File: src/rtl/lzss_encoder.sv
// lzss_encoder: streaming LZSS compressor emitting literal/match tokens over a valid/ready handshake
package lzss_pkg;
    parameter int SYMBOL_LENGTH      = 8;
    parameter int SEARCH_BUFFER_SIZE = 8;
endpackage

module lzss_encoder
    import lzss_pkg::*;
(
    input  logic                       clk,
    input  logic                       rst_,
    input  logic [SYMBOL_LENGTH-1:0]   sym_in,
    input  logic                       sym_valid,
    input  logic                       sym_last,
    output logic                       in_ready,
    output logic                       token_valid,
    input  logic                       token_ready,
    output logic                       literal,
    output logic [3*SYMBOL_LENGTH-1:0] data_out,
    output logic                       done
);
    localparam int LOOKAHEAD_SIZE = 16;
    localparam int MIN_MATCH      = 3;
    localparam int DW             = 3 * SYMBOL_LENGTH;
    localparam int CW             = $clog2(LOOKAHEAD_SIZE + 1);
    localparam int LW             = $clog2(LOOKAHEAD_SIZE);
    localparam int HW             = $clog2(SEARCH_BUFFER_SIZE + 1);
    localparam int IW             = $clog2(SEARCH_BUFFER_SIZE);

    typedef enum logic [2:0] {FILL, SEARCH, EMIT, SHIFT, DONE} state_t;

    state_t                   state, state_nx;
    logic [SYMBOL_LENGTH-1:0] la   [LOOKAHEAD_SIZE];
    logic [SYMBOL_LENGTH-1:0] hist [SEARCH_BUFFER_SIZE];
    logic [CW-1:0]            la_cnt;
    logic [HW-1:0]            hist_cnt;
    logic [IW-1:0]            off, best_off;
    logic [7:0]               best_len, cur_len, shift_cnt;
    logic                     last_seen, live, run;
    logic                     accept, search_end, is_match;

    assign accept     = sym_valid && in_ready;
    assign search_end = (hist_cnt == '0) || (HW'(off) + HW'(1) >= hist_cnt);
    assign is_match   = best_len >= 8'(MIN_MATCH);

    // Match length at the current offset; la_cnt never exceeds 255, which also enforces the 255 cap
    always_comb begin
        cur_len = '0;
        run     = hist_cnt != '0;
        for (int k = 0; k < LOOKAHEAD_SIZE; k++) begin
            if (run && k <= int'(off) && k < int'(la_cnt) && la[k] == hist[off - IW'(k)])
                cur_len = cur_len + 8'd1;
            else
                run = 1'b0;
        end
    end

    // Next-state logic
    always_comb begin
        state_nx = state;
        case (state)
            FILL: begin
                if (la_cnt == CW'(LOOKAHEAD_SIZE) || (last_seen && la_cnt != '0))
                    state_nx = SEARCH;
                else if (last_seen)
                    state_nx = DONE;
            end
            SEARCH:  state_nx = search_end ? EMIT : SEARCH;
            EMIT:    state_nx = token_ready ? SHIFT : EMIT;
            SHIFT:   state_nx = (shift_cnt == 8'd1) ? FILL : SHIFT;
            DONE:    state_nx = FILL;
            default: state_nx = FILL;
        endcase
    end

    // Outputs decode from registered state only, so reset clears them without waiting for a clock
    always_comb begin
        in_ready    = live && state == FILL && la_cnt < CW'(LOOKAHEAD_SIZE) && !last_seen;
        token_valid = state == EMIT;
        literal     = state == EMIT && !is_match;
        data_out    = state != EMIT ? '0 :
                      is_match      ? DW'({best_len, 16'(best_off)}) : DW'(la[0]);
        done        = state == DONE;
    end

    // Control state, counters and search bookkeeping
    always_ff @(posedge clk or negedge rst_) begin
        if (!rst_) begin
            state     <= FILL;
            la_cnt    <= '0;
            hist_cnt  <= '0;
            off       <= '0;
            best_off  <= '0;
            best_len  <= '0;
            shift_cnt <= '0;
            last_seen <= 1'b0;
            live      <= 1'b0;
        end else begin
            state <= state_nx;
            live  <= 1'b1;
            if (accept) begin
                la_cnt <= la_cnt + CW'(1);
                if (sym_last)
                    last_seen <= 1'b1;
            end
            if (state == FILL && state_nx == SEARCH) begin
                off      <= '0;
                best_off <= '0;
                best_len <= '0;
            end
            if (state == SEARCH) begin
                if (cur_len > best_len) begin
                    best_len <= cur_len;
                    best_off <= off;
                end
                off <= off + IW'(1);
            end
            if (state == EMIT && token_ready)
                shift_cnt <= is_match ? best_len : 8'd1;
            if (state == SHIFT) begin
                shift_cnt <= shift_cnt - 8'd1;
                la_cnt    <= la_cnt - CW'(1);
                if (hist_cnt != HW'(SEARCH_BUFFER_SIZE))
                    hist_cnt <= hist_cnt + HW'(1);
            end
            if (state == DONE) begin
                last_seen <= 1'b0;
                hist_cnt  <= '0;
            end
        end
    end

    // Symbol storage: append to the lookahead tail, and in SHIFT move the head into history entry 0
    always_ff @(posedge clk) begin
        if (accept)
            la[la_cnt[LW-1:0]] <= sym_in;
        if (state == SHIFT) begin
            for (int k = 0; k < LOOKAHEAD_SIZE - 1; k++)
                la[k] <= la[k+1];
            hist[0] <= la[0];
            for (int k = 1; k < SEARCH_BUFFER_SIZE; k++)
                hist[k] <= hist[k-1];
        end
    end
endmodule

File: config.mk
export PLATFORM = sky130hd
export DESIGN_NAME = lzss_encoder
export DESIGN_NICKNAME = d
export VERILOG_FILES = /design/src/rtl/lzss_encoder.sv
export SDC_FILE = /design/constraint.sdc
export NUM_CORES = 1
export LEC_CHECK = 0
export BUFFER_PORTS_ARGS = -buffer_cell sky130_fd_sc_hd__clkbuf_2
export CAP_MARGIN = 20
export CORE_MARGIN = 1.5
export CORE_UTILIZATION = 60
export DETAILED_ROUTE_END_ITERATION = 10
export GPL_ROUTABILITY_DRIVEN = 0
export MAX_ROUTING_LAYER = met4
export PLACE_DENSITY_LB_ADDON = 0.2
export SYNTH_ARGS = -nofsm -noshare
export SYNTH_HDL_FRONTEND = slang
export SYNTH_SLANG_ARGS = --single-unit
File: constraint.sdc
create_clock -name clk -period 16.9 [get_ports clk]
set_input_delay 2.535 -clock clk [delete_from_list [all_inputs] [get_ports clk]]
set_output_delay 2.535 -clock clk [all_outputs]
set_load 0.02 [all_outputs]
==> flow_summary.yaml, run 1 <==
outcome:
  status: "finished, final reports clean"
global_routing:
  grt_use_met3_pct: 4.20
  grt.total_usage_pct: 31.5
  globalRouteMet2Util_pct: 47.3
  grt_pass1_vias: 10200
  globalRoute.totalOverflow: 0
  first_pass_grt_wire_length_um: 61300
  groute.layer.met1.usage_pct: 43.8
  antenna_found_initial: 0
  grt_most_used_layer: "met2"
  grt_max_degree: 101
placement:
  io_buffer_count: 32
  detailed_place_hpwl_um: 28000
  place_ws_ns: 7.01
sta:
  final.min_clock_period_ns: 9.77
  grt_setup_unrepaired: "false"
  finClkSkew_ns: 0.0106
  report.final.setup_viol: 0
  slew_margin_rel_pct: 33.7
  setup_tns_ns: 0
  worst-slew-pin-transition_ns: 0.991
  number_of_max_slew_violations_in_the_final_report: 0
  finalCritPeriodShare_pct: 57.8
  post-route-worst-setup-slack_ns: 7.13
  max_freq_ghz: 0.102
  report.final.hold_viol_count: 0
  hold-worst-slack_ns: 0.511
die:
  die_height_um: 162
  fp.coreArea_sq_um: 25000
  num_rows: 58
  floorplan.io_pins: 41
  initial_core_util_pct: 60.9
  fp.dieW_um: 162
  die_area_sq_um: 26400
detailed_routing:
  via_count: 11100
  number_of_vias_per_cell_after_detailed_routing: 6.85
  postRouteWirelength_um: 39900
  pre_repair_dr_iteration_count: 5
  postRouteAntennaNets: 0
  remaining_drc_errors: 0
  drc_marker_count_from_the_first_detailed_route_iteration: 1423
  detail_route.wl_per_cell_um: 24.7
critical_path:
  critPathRequiredTime_ns: 17.34
  worst-r2r-cell-count: 36
  timing.rr.end: "best_len[4]"
  timing.critical_path.mode_cell: "sky130_fd_sc_hd__ha_1"
  endpoint: "best_len[4]"
  timing.rr.start: "off[0]"
  path_class: "reg -> reg"
  setup.worst_path.start: "off[0]"
  crit_arrival_ns: 10.21
  crit_path_start_kind: "flip-flop"
  cp_slowest_stage_delay_ns: 0.72
  reg2reg_slack_ns: 7.13
  timing.critical_path.fanout_max: 41
  crit_path_slowest_cell: "sky130_fd_sc_hd__ha_2"
  timing.critical_path.to_type: "flip-flop"
synth:
  sequential_share_of_the_synthesized_area_pct: 43.7
  synthCells: 1263
  synthesis_stage_register_bit_count: 228
  dominant_synthesized_flop_cell: "sky130_fd_sc_hd__edfxtp_1"
  synthesized_cell_area_sq_um: 15300
  yosys_warnings: 0
  synth.distinct_cells: 79
  synth-async-reset-ratio_pct: 15.8
  synth_enable_flop_cells: 192
  avg_cell_area_syn_sq_um: 12.1
clocking:
  tritoncts_clock_tree: "done"
  cts_inserted_buffers: 26
  cts_hold_repair.buffers: 0
  cts.clk_slew.worst_paths_ns: 0.07
  cts_resized: 0
  root_buffer: "sky130_fd_sc_hd__clkbuf_16"
  clock_latency_reported_for_the_late_side_of_the_worst_skew_pair_ns: 0.56
  post-cts-setup-buffer-count: 0
  cts.sink_count: 228
  ctsLongestPathBuffers: 3
  htreeDepth: 1
cells_and_area:
  final_layout_size_suffix_gt1_share_pct: 17.7
  final_util_pct: 66.0
  finalNetCount: 1316
  area_delta_synth_final_pct: 8.38
  mostFrequentLayoutCell: "sky130_fd_sc_hd__edfxtp_1"
  fillCellCount: 1901
  most-common-layout-cells: "192 x sky130_fd_sc_hd__edfxtp_1, 126 x sky130_fd_sc_hd__a21o_1, 106 x sky130_fd_sc_hd__mux2i_1, 75 x sky130_fd_sc_hd__mux4_2, 55 x sky130_fd_sc_hd__nand2_1"
  antenna_cells_inserted: 0
min_path:
  worst_hold_path_type: "reg -> reg"
power_and_ir_drop:
  pwr_density_cell_nw_per_um2: 229
  power.ir.vdd_worst_v: 0.000166
  leakagePower_nw: 6.60
run:
  maxCapViolCount: 0
## where the power goes
group / leakage [nW] / switching [mW] / internal [mW]
combinational: 3.89 / 1.15 / 0.863
sequential: 2.25 / 0.262 / 0.906
clock: 0.459 / 0.235 / 0.376
total: 6.60 / 1.64 / 2.14
## layout make-up
class | count | area [sq um] | share of cell area (%)
repair buffers | 58 | 355 | 2.15
flip-flops and latches | 228 | 6680 | 40.4
well taps | 330 | 413 | 2.50
clock buffers | 28 | 658 | 3.98
inverters | 30 | 118 | 0.711
multi-input cells | 919 | 8030 | 48.6
clock inverters | 20 | 280 | 1.70
## logic make-up (layout without fill, tap and decap cells)
logic type      Yosys count  count (layout)  share of synthesized area (%)
other cells               2              12                         0.0492
fa+ha+maj                40              40                           3.28
xor+xnor                 79              79                           4.54
buf+inv                 126             136                           3.95
compound gates          291             291                           13.5
mux                     208             208                           20.0
flops                   228             228                           43.7
simple gates            289             289                           10.9
## layer usage
metal  vias to the layer above  routed length (um)
met1                      5469               16000
met4                         0                1720
met5                         -                   0
met2                       603               18500
li1                       4880                   -
met3                       105                3690
## how the worst min path moves through the flow
stage,start,endpoint,cells after the start
2_1_floorplan,best_len[4],best_len[4],2
3_3_place_gp,best_off[0],best_off[0],2
3_5_place_dp,la[11][7],la[10][7],1
4_1_cts,la[9][4],la[8][4],1
5_1_grt,la[14][5],la[13][5],1
6_report,la[12][0],la[11][0],1
## per-stage QoR
| step | std cells | power, mW | cell area [sq um] |
|---|---|---|---|
| 4_1_cts | 1612 | 3.76 | 16500 |
| 5_1_grt | 1613 | 3.95 | 16500 |
| 2_1_floorplan | 1273 | 2.58 | 15300 |
| 3_3_place_gp | 1564 | 3.08 | 15600 |
| 3_5_place_dp | 1564 | 3.13 | 15600 |
| 6_report | 1613 | 3.79 | 16500 |
## flip-flops by register name, summed over array words and instances (netlist names)
register / flops
best_len: 8
la_cnt: 5
best_off: 3
hist: 64
state: 3
la: 128
shift_cnt: 8
last_seen: 1
off: 3
hist_cnt: 4
live: 1
## cells in the mapped netlist (18+ instances only)
| cell type | instances | area share [%] |
|---|---|---|
| sky130_fd_sc_hd__mux4_2 | 75 | 11 |
| sky130_fd_sc_hd__a21o_1 | 126 | 6.2 |
| sky130_fd_sc_hd__clkbuf_1 | 47 | 1.2 |
| sky130_fd_sc_hd__inv_1 | 27 | 0.66 |
| sky130_fd_sc_hd__edfxtp_1 | 192 | 38 |
| sky130_fd_sc_hd__xnor2_1 | 48 | 2.8 |
| sky130_fd_sc_hd__nor2_1 | 43 | 1.1 |
| sky130_fd_sc_hd__dfrtp_1 | 36 | 5.9 |
| sky130_fd_sc_hd__nor3_1 | 19 | 0.62 |
| sky130_fd_sc_hd__xor2_1 | 31 | 1.8 |
| sky130_fd_sc_hd__nand3_1 | 23 | 0.75 |
| sky130_fd_sc_hd__a22oi_1 | 18 | 0.89 |
| sky130_fd_sc_hd__buf_2 | 22 | 0.72 |
| sky130_fd_sc_hd__a21oi_1 | 32 | 1.1 |
| sky130_fd_sc_hd__mux2_2 | 25 | 1.8 |
| sky130_fd_sc_hd__nand2_1 | 55 | 1.4 |
| sky130_fd_sc_hd__ha_1 | 40 | 3.3 |
| sky130_fd_sc_hd__and2_1 | 22 | 0.90 |
| sky130_fd_sc_hd__o21ai_0 | 40 | 1.3 |
| sky130_fd_sc_hd__mux2i_1 | 106 | 7.0 |
## worst max-delay path: cells and delay by family (launching register included)
| kind | cells | cell delay, ns |
|---|---|---|
| AOI/OAI and AO/OA | 10 | 1.87 |
| xor gates and xnor gates | 4 | 0.95 |
| adders and majority gates | 6 | 2.08 |
| buffers and inverters | 5 | 1.44 |
| DFF | 1 | 0.60 |
| muxes | 3 | 0.70 |
| and+or+nand+nor | 8 | 1.95 |
Note: power is estimated with default switching activity, not from simulation.
==> run 2: changes to the inputs <==
Clock period 16.9 ns to 9.4 ns, I/O delays scaled along.
==> run 2 against run 1 <==
  * Clock power up 63%
  * Total power grew 79%
  * Via count increased by 0.28%
  * Sequential power up 79%
  * Wire length increased by 2.2%
  * Non-clock buffer count grew 7
  * Critical path depth did not move
  * Cell area barely moved
  * Flip-flop and latch count unchanged
  * First-iteration DRC count about the same
  * Critical endpoint unchanged
  * Largest power group unchanged
==> flow_summary.yaml, run 2 (same netlist as run 1, synthesis figures left out) <==
global_routing:
  grt.total_usage_pct: 32.2
  first_pass_grt_wire_length_um: 62600
  grt_max_degree: 102
  grt_pass1_vias: 10500
  antenna_found_initial: 0
  globalRoute.totalOverflow: 0
clocking:
  cts.clk_slew.worst_paths_ns: 0.06
  ctsLongestPathBuffers: 3
  cts_inserted_buffers: 25
  cts_hold_repair.buffers: 0
  root_buffer: "sky130_fd_sc_hd__clkbuf_16"
  tritoncts_clock_tree: "done"
  htreeDepth: 1
  clock_latency_reported_for_the_late_side_of_the_worst_skew_pair_ns: 0.55
  cts.sink_count: 228
die:
  fp.dieW_um: 162
  floorplan.io_pins: 41
  fp.coreArea_sq_um: 25000
  initial_core_util_pct: 60.9
  num_rows: 58
  die_area_sq_um: 26400
  die_height_um: 162
detailed_routing:
  postRouteAntennaNets: 0
  number_of_vias_per_cell_after_detailed_routing: 6.86
  drc_marker_count_from_the_first_detailed_route_iteration: 1422
  detail_route.wl_per_cell_um: 25.2
  remaining_drc_errors: 0
  pre_repair_dr_iteration_count: 5
  postRouteWirelength_um: 40700
  via_count: 11100
sta:
  final.min_clock_period_ns: 8.80
  setup_tns_ns: 0
  report.final.hold_viol_count: 0
  slew_margin_rel_pct: 29.6
  worst-slew-pin-transition_ns: 1.06
  post-route-worst-setup-slack_ns: 0.599
  hold-worst-slack_ns: 0.509
  report.final.setup_viol: 0
  grt_setup_unrepaired: "false"
  number_of_max_slew_violations_in_the_final_report: 0
  max_freq_ghz: 0.114
  finalCritPeriodShare_pct: 93.6
  finClkSkew_ns: 0.0230
cells_and_area:
  mostFrequentLayoutCell: "sky130_fd_sc_hd__edfxtp_1"
  area_delta_synth_final_pct: 8.47
  reg_top3: "la (128), hist (64)"
  final_cell_count_no_fill: 1616
  largest_register_ff_count: 128
  max_flop_register: "la"
  finalNetCount: 1322
  final_layout_size_suffix_gt1_share_pct: 18.0
  antenna_cells_inserted: 0
  final_util_pct: 66.1
  most-common-layout-cells: "192 x sky130_fd_sc_hd__edfxtp_1, 126 x sky130_fd_sc_hd__a21o_1, 106 x sky130_fd_sc_hd__mux2i_1, 75 x sky130_fd_sc_hd__mux4_2, 55 x sky130_fd_sc_hd__nand2_1"
  fillCellCount: 1911
critical_path:
  crit_arrival_ns: 9.22
  crit_path_start_kind: "flip-flop"
  timing.critical_path.to_type: "flip-flop"
  cp_slowest_stage_delay_ns: 0.67
  timing.critical_path.fanout_max: 25
  timing.critical_path.mode_cell: "sky130_fd_sc_hd__ha_1"
  path_class: "reg -> reg"
  critPathRequiredTime_ns: 9.82
  crit_path_slowest_cell: "sky130_fd_sc_hd__ha_1"
placement:
  total_instance_count_after_detailed_placement: 1569
  io_buffer_count: 32
  place_ws_ns: 0.498
  detailed_place_hpwl_um: 28400
min_path:
  worst_hold_path_type: "reg -> reg"
power_and_ir_drop:
  p_sw_share_pct: 43.8
  share_seq_of_total_power_pct: 30.7
  net_switching_power_mw: 2.98
  power_report.internal_total_mw: 3.82
  power.ir.vdd_worst_v: 0.000358
  leakagePower_nw: 6.62
  power.combinational.fraction_pct: 54.6
  pwr_density_cell_nw_per_um2: 411
  clock_power_share_pct: 14.7
outcome:
  status: "finished, final reports clean"
run:
  maxCapViolCount: 0
## run 2: cell count changes in the layout (fill, tap and decap cells not counted), sizes merged
cell      previous run  this run
clkbuf              60        66
clkinvlp             0         1
clkinv              13         6
bufinv               6         2
buf                 26        33
## run 2: metrics by stage
step	power [mW]	area [sq um]
after floorplan	4.64	15300
after global placement	5.59	15600
after detailed placement	5.67	15600
after CTS	6.69	16500
after global routing	7.10	16500
final	6.80	16500
## run 2: critical path, delay by kind of cell (launching register included)
kind	cells	cell delay, ns
DFF	1	0.56
buffers and inverters	5	0.90
adders and majority gates	5	1.72
muxes	3	0.50
and+or+nand+nor	8	2.30
xor gates and xnor gates	4	0.76
AOI/OAI and AO/OA	11	1.92
## run 2: power by group through the flow
| stage | clock network (mW) | registers [mW] | logic, mW |
|---|---|---|---|
| after floorplan | 0 | 1.88 | 2.76 |
| after global placement | 0 | 2.09 | 3.50 |
| after detailed placement | 0 | 2.10 | 3.56 |
| after CTS | 1.01 | 2.08 | 3.59 |
| after global routing | 1.05 | 2.13 | 3.92 |
| final | 0.998 | 2.09 | 3.71 |
## run 2: final cells by class
class | instances | area, sq um | share of cell area (%)
inverter | 30 | 118 | 0.711
clock inverter | 10 | 111 | 0.673
sequential | 228 | 6680 | 40.3
tap | 330 | 413 | 2.50
timing repair buffer | 65 | 452 | 2.73
multi-input combinational | 919 | 8050 | 48.7
clock buffer | 34 | 721 | 4.36
## run 2: timing repair
item | 4_1_cts | 5_1_grt
endpoints found under the setup margin | 0 | 11
setup buffers | 0 | 2
gates resized for setup | 0 | 4
## run 2: path summary, 6_finish.rpt
| path | start | endpoint | slack [ns] | cells after the start |
|---|---|---|---|---|
| max | off[1] | best_len[4] | 0.60 | 36 |
| min | la[10][1] | la[9][1] | 0.51 | 1 |
| max reg2reg | off[1] | best_len[4] | 0.60 | 36 |
| min reg2reg | la[10][1] | la[9][1] | 0.51 | 1 |
| max in group asynchronous | rst_ | off[1] | 7.70 | 1 |
| min in group asynchronous | rst_ | off[0] | 1.00 | 1 |
## run 2: routing by layer
layer,track usage (%),part of all wire (%),vias to the layer above
met5,-,0,-
met4,14.4,4.7,0
met3,6.01,9.6,119
met2,47.4,46,568
met1,43.7,40,5519
li1,-,-,4882
